<file path="config.mk">
export PLATFORM = sky130hd
export DESIGN_NAME = serial_word_feeder_flat
export DESIGN_NICKNAME = d
export VERILOG_FILES = /design/src/rtl/feeder_pkg.sv /design/src/rtl/serial_word_feeder_if.sv /design/src/rtl/bit_down_counter.sv /design/src/rtl/serial_word_feeder.sv /design/src/flat_wrapper.sv
export SDC_FILE = /design/constraint.sdc
export NUM_CORES = 1
export LEC_CHECK = 0
export CAP_MARGIN = 20
export CORE_MARGIN = 2
export CORE_UTILIZATION = 45
export CTS_BUF_LIST = sky130_fd_sc_hd__clkbuf_2
export DETAILED_ROUTE_END_ITERATION = 8
export PLACE_DENSITY = 0.81
export RECOVER_POWER = 50
export SLEW_MARGIN = 0
export SYNTH_ARGS = -nofsm -noshare
export SYNTH_HDL_FRONTEND = slang
export SYNTH_SLANG_ARGS = --single-unit
</file>
<file path="constraint.sdc">
create_clock -name clk -period 1.6 [get_ports clk]
set_input_delay 0.24 -clock clk [delete_from_list [all_inputs] [get_ports clk]]
set_output_delay 0.24 -clock clk [all_outputs]
set_load 0.03 [all_outputs]
</file>
<file path="src/rtl/feeder_pkg.sv">
// Shared definitions for the serial word feeder: state encoding and counter width.
package feeder_pkg;

    localparam logic [1:0] S_IDLE  = 2'b00;
    localparam logic [1:0] S_SHIFT = 2'b01;
    localparam logic [1:0] S_GAP   = 2'b10;

    // Wide enough for a bit count of up to 31 and a gap count of up to 14.
    localparam int CNT_W = $clog2(32);

    typedef enum logic [1:0] {
        ST_IDLE  = S_IDLE,
        ST_SHIFT = S_SHIFT,
        ST_GAP   = S_GAP
    } state_t;

endpackage

</file>
<file path="src/rtl/serial_word_feeder_if.sv">
// Load handshake plus serial output bundle of the feeder.
// The master modport is the word source / observer; the slave modport is the feeder.
interface serial_word_feeder_if #(
    parameter int WIDTH = 8
);
    logic             load_valid;
    logic [WIDTH-1:0] load_data;
    logic             load_ready;
    logic             ser_out;
    logic             ser_valid;
    logic             word_done;
    logic             busy;

    modport master (
        output load_valid, load_data,
        input  load_ready, ser_out, ser_valid, word_done, busy
    );

    modport slave (
        input  load_valid, load_data,
        output load_ready, ser_out, ser_valid, word_done, busy
    );
endinterface

</file>
<file path="src/rtl/bit_down_counter.sv">
// Loadable down-counter with a zero flag; load wins over decrement, and it
// holds at zero rather than wrapping.
module bit_down_counter
    import feeder_pkg::*;
#(
    parameter int W = CNT_W
) (
    input  logic         clk,
    input  logic         rst,
    input  logic         load,
    input  logic [W-1:0] load_val,
    input  logic         dec,
    output logic         zero
);

    logic [W-1:0] cnt_reg;

    // Count register: clear on reset, load, or step down towards zero.
    always_ff @(posedge clk) begin
        if (!rst) begin
            cnt_reg <= '0;
        end else if (load) begin
            cnt_reg <= load_val;
        end else if (dec && (cnt_reg != '0)) begin
            cnt_reg <= cnt_reg - 1'b1;
        end
    end

    assign zero = (cnt_reg == '0);

endmodule

</file>
<file path="src/rtl/serial_word_feeder.sv">
// Parallel-in/serial-out feeder: accepts words on a valid/ready handshake and
// shifts them out one bit per clock, with an optional idle gap between words.
module serial_word_feeder
    import feeder_pkg::*;
#(
    parameter int WIDTH      = 8,
    parameter bit MSB_FIRST  = 1'b1,
    parameter int GAP_CYCLES = 0
) (
    input  logic                 clk,
    input  logic                 rst,
    serial_word_feeder_if.slave  bus
);

    localparam bit              HAS_GAP  = (GAP_CYCLES > 0);
    localparam logic [CNT_W-1:0] BIT_LOAD = CNT_W'(WIDTH - 1);
    localparam logic [CNT_W-1:0] GAP_LOAD = CNT_W'(HAS_GAP ? (GAP_CYCLES - 1) : 0);

    state_t           state_reg, state_next;
    logic [WIDTH-1:0] shift_reg, shift_next;
    logic [WIDTH-1:0] shifted;
    logic             head_bit;
    logic             bit_zero;
    logic             gap_zero;
    logic             in_shift;
    logic             in_gap;
    logic             last_bit;
    logic             ready;
    logic             accept;

    assign in_shift = (state_reg == ST_SHIFT);
    assign in_gap   = (state_reg == ST_GAP);
    assign last_bit = in_shift && bit_zero;

    // Ready depends on state only; without a gap the last-bit cycle can take
    // the next word so words stream back to back.
    assign ready  = (state_reg == ST_IDLE) || (last_bit && !HAS_GAP);
    assign accept = bus.load_valid && ready;

    // Bit order: pick the head bit and the shift direction once at elaboration.
    generate
        if (MSB_FIRST) begin : g_msb_first
            assign head_bit = shift_reg[WIDTH-1];
            assign shifted  = {shift_reg[WIDTH-2:0], 1'b0};
        end else begin : g_lsb_first
            assign head_bit = shift_reg[0];
            assign shifted  = {1'b0, shift_reg[WIDTH-1:1]};
        end
    endgenerate

    bit_down_counter #(.W(CNT_W)) u_bit_cnt (
        .clk      (clk),
        .rst      (rst),
        .load     (accept),
        .load_val (BIT_LOAD),
        .dec      (in_shift),
        .zero     (bit_zero)
    );

    bit_down_counter #(.W(CNT_W)) u_gap_cnt (
        .clk      (clk),
        .rst      (rst),
        .load     (last_bit && HAS_GAP),
        .load_val (GAP_LOAD),
        .dec      (in_gap),
        .zero     (gap_zero)
    );

    // State and shift register; reset discards any word in flight.
    always_ff @(posedge clk) begin
        if (!rst) begin
            state_reg <= ST_IDLE;
            shift_reg <= '0;
        end else begin
            state_reg <= state_next;
            shift_reg <= shift_next;
        end
    end

    // Next-state and shift-register update.
    always_comb begin
        state_next = state_reg;
        shift_next = shift_reg;
        case (state_reg)
            ST_IDLE: begin
                if (accept) begin
                    state_next = ST_SHIFT;
                    shift_next = bus.load_data;
                end
            end
            ST_SHIFT: begin
                shift_next = shifted;
                if (bit_zero) begin
                    if (HAS_GAP) begin
                        state_next = ST_GAP;
                    end else if (accept) begin
                        state_next = ST_SHIFT;
                        shift_next = bus.load_data;
                    end else begin
                        state_next = ST_IDLE;
                    end
                end
            end
            ST_GAP: begin
                if (gap_zero) begin
                    state_next = ST_IDLE;
                end
            end
            default: begin
                state_next = ST_IDLE;
            end
        endcase
    end

    // Moore output decode; the line is held low whenever no word bit is present.
    assign bus.load_ready = ready;
    assign bus.ser_valid  = in_shift;
    assign bus.ser_out    = in_shift && head_bit;
    assign bus.word_done  = last_bit;
    assign bus.busy       = (state_reg != ST_IDLE);

endmodule

</file>
<file path="src/flat_wrapper.sv">
// flat-port wrapper written by rule: the top's interface ports become plain ports
module serial_word_feeder_flat import feeder_pkg::*;
#(
    parameter int WIDTH      = 8,
    parameter bit MSB_FIRST  = 1'b1,
    parameter int GAP_CYCLES = 0
)
  (clk, rst, bus_load_valid, bus_load_data, bus_load_ready, bus_ser_out, bus_ser_valid, bus_word_done, bus_busy);
  serial_word_feeder_if #(.WIDTH(WIDTH)) bus_i ();
  input  logic clk;
  input  logic rst;
  input wire logic [$bits(bus_i.load_valid)-1:0] bus_load_valid;
  input wire logic [$bits(bus_i.load_data)-1:0] bus_load_data;
  output wire logic [$bits(bus_i.load_ready)-1:0] bus_load_ready;
  output wire logic [$bits(bus_i.ser_out)-1:0] bus_ser_out;
  output wire logic [$bits(bus_i.ser_valid)-1:0] bus_ser_valid;
  output wire logic [$bits(bus_i.word_done)-1:0] bus_word_done;
  output wire logic [$bits(bus_i.busy)-1:0] bus_busy;
  assign bus_i.load_valid = bus_load_valid;
  assign bus_i.load_data = bus_load_data;
  assign bus_load_ready = bus_i.load_ready;
  assign bus_ser_out = bus_i.ser_out;
  assign bus_ser_valid = bus_i.ser_valid;
  assign bus_word_done = bus_i.word_done;
  assign bus_busy = bus_i.busy;
  serial_word_feeder #(.WIDTH(WIDTH), .MSB_FIRST(MSB_FIRST), .GAP_CYCLES(GAP_CYCLES)) u_core (.clk(clk), .rst(rst), .bus(bus_i));
endmodule
</file>
==> results list <==
- The run finished, with violations left.
- Violated checks: negative setup slack
* Total length of routed wires: 2.01 mm
* Worst slew slack as a fraction of its limit: 75.7%
* Cell count of the worst reg-to-reg path: 7
* Layout Nets: 131
- Setup violations remaining at the end of the flow were counted as 4.
* Clock sinks: 14
- Vias per inst: a little under 6
- Overflow left after global routing: 0
* Global-route wire length before repair: 3.13 mm
- Total placed cells including tap cells: 126
* Number of stages on the worst hold path: 2
- Cells with a size suffix above 1 make up around two fifths of the layout.
- Post-synthesis sequential element count: 14
- The path with the worst hold slack has its endpoint at u_core.shift_reg[6]$_SDFFE_PN0P_.
- Number of top-level design ports: 16
- The count of endpoints failing hold in the final timing report is 0.
- Counting flops with a built-in enable in the synthesized netlist gives 0.
- Critical path peak fanout: 2
- Endpoint arrival time on the critical path: 1.64 ns
- Routed length on met3: about 73 µm
- Entering global routing, the biggest net connects 21 pins.
- STA classifies the critical path startpoint as a flop.
- Max-cap violations in this run came to 0.
* Initial core utilization: 46.5%
* Met2 WL: 1.01 mm
* DPL Wire Length: 1.33 mm
* Count of warnings emitted by yosys: 0
* Cell Area, Synth: 786 µm²
* Worst R2R Setup Slack: -0.25 ns
- The top cell type by area accounts for between 30% and 40% of the synthesized area.
* Die X: ~46 µm
* Number of different library cells in the post-synthesis netlist: 32
* Y dimension of the die: 45.8 µm
- Actual transition at the worst max-transition pin: approximately 0.37 ns
- The count of nets left with antenna violations once routing finished came out at 0.
- Routed WL per cell: about 15 µm
- The register with the most flip-flops in the layout has 8 of them.
- Post-route worst setup slack: -0.283 ns
* Initial DRC count: 18
- At the end of the flow the core is filled with cells to 66.1%.
- Flip-flop cell with the highest count after synthesis: sky130_fd_sc_hd__dfxtp_1
* Uppermost layer routed: met4
- The worst setup path is of the reg -> out kind.
- Port Buffer Count: 15
* CTS tree: done
* Wire length the detailed router placed on met1: 924 µm
* Number of antenna violations at the first check in global routing: 0
- Origin of the critical flop-to-flop path: u_core.u_bit_cnt.cnt_reg[0]$_SDFFE_PN0P_
- After clock tree synthesis, the clock-pin slew on the worst setup and hold paths is 0.14 ns.
- Setup repair after global routing could not meet its margin everywhere.
- After layout, the minimum clock period comes to about 1.9 ns.
- Antenna fix cells: 0
- Worst Hold Launch: u_core.shift_reg[5]$_SDFFE_PN0P_
* Cell row count: 15
- Per-instance average area after synthesis: 8.73 µm²
* Worst hold path class: reg -> reg
- After synthesis, flip-flops and latches occupy 35.7% of the total area.
- Die area: 2100 µm²
- CTS built an H-tree with a depth of 1.
- For the worst setup path, the data required time is about 1.4 ns.
* Syn_nets: slightly above 100
- The layout has 120 filler cells.
- sky130_fd_sc_hd__dfxtp_1 takes more of the synthesized area than any other cell.
- Latest clock arrival within the worst-skew pair: 0.27 ns
- Final Max Slew Viols: 0
- The routed layout has a little under 800 vias.
* Highest achievable clock rate: 0.531 GHz
- Core Area: 1690 µm²
* All-Layer GR Usage: 20.3%
- FFs w/ async S/R, synth: 0%
* Cell Count, Final, Fillers Out: 135
- Leakage power: around 0.44 nW
* Final weighted congestion in routability-driven placement: ~0.8
- Number of instances in the synthesized netlist: 90
* Drt first pass iters: 4
* Total power consumption of the routed design: 923 µW
* Vias in the first global route: ~700
- Cell types with the largest area share after synthesis: sky130_fd_sc_hd__dfxtp_1 (36%), sky130_fd_sc_hd__mux2_2 (8.6%), sky130_fd_sc_hd__o21ai_0 (7.6%), sky130_fd_sc_hd__nand3_1 (5.1%), sky130_fd_sc_hd__a31oi_1 (4.8%)
- Hold Buf Count CTS: 0
* Area growth, synth to finish: 42.0%
- Max VDD drop: between 0.4 and 0.5 mV
- Type of destination of the critical path: output port
- The tree is rooted in a sky130_fd_sc_hd__clkbuf_2.
- Terminus of the critical flop-to-flop path: u_core.u_bit_cnt.cnt_reg[1]$_SDFFE_PN0P_
- Total CTS buffers: 3
* Max Buffers Root-to-Sink: 2
- Of the available clock period, the critical path in the final layout requires 118%.
* Maximum clock skew at final layout: 0.00119 ns
- DRC violation count after routing: 0
- Combined area of the multi-input logic cells: 474 µm²
* Power density relative to cell area: 827 nW/µm²
* Register area: between 200 and 300 µm²
## synthesized netlist by cell type, drive strengths merged, types with 2 or more instances
master	n
dfxtp	14
o21ai	12
nand3	8
a31oi	6
mux2	6
buf	5
inv	5
clkbuf	4
a21oi	3
and2	3
nand2	3
nor2	3
a211oi	2
mux2i	2
## kinds of logic after synthesis
group,count (synthesis),synth area share [%]
compound gates,31,25.2
xor+xnor,1,1.11
fa+ha+maj,1,1.59
buf+inv,14,9.23
flops,14,35.7
mux,8,11.1
simple gates,21,16.1
## report_power, final
| group | switching (mW) | internal (mW) |
|---|---|---|
| combinational | 0.168 | 0.187 |
| sequential | 0.0205 | 0.381 |
| clock | 0.112 | 0.0543 |
## worst max-delay path by stage
stage | to | from | slack (ns)
2_1_floorplan | u_core.u_bit_cnt.cnt_reg[1]$_SDFFE_PN0P_ | u_core.u_bit_cnt.cnt_reg[1]$_SDFFE_PN0P_ | 0.004
3_3_place_gp | bus_load_ready | u_core.u_bit_cnt.cnt_reg[1]$_SDFFE_PN0P_ | 0.03
3_5_place_dp | bus_load_ready | u_core.u_bit_cnt.cnt_reg[1]$_SDFFE_PN0P_ | -0.03
4_1_cts | bus_load_ready | u_core.u_bit_cnt.cnt_reg[0]$_SDFFE_PN0P_ | -0.28
5_1_grt | bus_load_ready | u_core.u_bit_cnt.cnt_reg[0]$_SDFFE_PN0P_ | -0.35
6_report | bus_load_ready | u_core.u_bit_cnt.cnt_reg[0]$_SDFFE_PN0P_ | -0.28
## routing by layer
metal  global-route usage [%]  vias to the layer above
met1                     26.1                      379
li1                         -                      388
met2                     35.5                       18
met3                     3.17                        2
met5                        0                        -
met4                     4.57                        0
## through the flow
| stage | setup TNS [ns] | hold WS, ns | setup slack [ns] | cell area [µm²] |
|---|---|---|---|---|
| global route | -1.08 | 0.532 | -0.350 | 1120 |
| CTS | -0.599 | 0.509 | -0.282 | 1110 |
| detailed placement | -0.0485 | 0.485 | -0.0286 | 1010 |
| global placement | 0 | 0.477 | 0.0293 | 1010 |
| floorplan | 0 | 0.421 | 0.00369 | 796 |
| finish | -0.818 | 0.504 | -0.283 | 1120 |
## cell type report
cell class / instances / share of cell area (%)
Clock inverter: 1 / 0.336
Inverter: 5 / 2.02
Multi-Input combinational cell: 62 / 42.5
Sequential cell: 14 / 25.3
Clock buffer: 3 / 1.35
Tap cell: 17 / 1.91
Timing Repair Buffer: 33 / 26.6
## repair_timing
action | CTS | global route
pin swaps | 2 | 5
gates cloned | 0 | 0
setup buffers | 5 | 1
resized for setup | 12 | 6
endpoints found under the setup margin | 5 | 11
## worst max-delay path, cell delays in order, from the launching register on
cell,delay [ns]
sky130_fd_sc_hd__dfxtp_2,0.35
sky130_fd_sc_hd__inv_2,0.06
sky130_fd_sc_hd__ha_4,0.12
sky130_fd_sc_hd__or4b_4,0.46
sky130_fd_sc_hd__and2_4,0.19
sky130_fd_sc_hd__clkinvlp_4,0.07
sky130_fd_sc_hd__buf_6,0.12
## placed cells by master (no fill, tap or decap), drive strengths merged
cell type      count
o2111a             1
o22a               1
dfxtp             14
nand2              3
o22ai              1
clkinvlp           1
mux2               6
o311a              1
a31oi              6
or4b               1
nand3              8
a21oi              3
inv                4
a211oi             2
and2               3
clkbuf             5
nor4               1
buf               21
xnor2              1
clkdlybuf4s50     10
o31a               1
ha                 1
a221oi             1
mux2i              2
nand3b             1
nor4b              1
o21ai             12
o211ai             1
nor2               3
clkinv             1
o21a               1
Note: power is estimated with default switching activity, not from simulation.
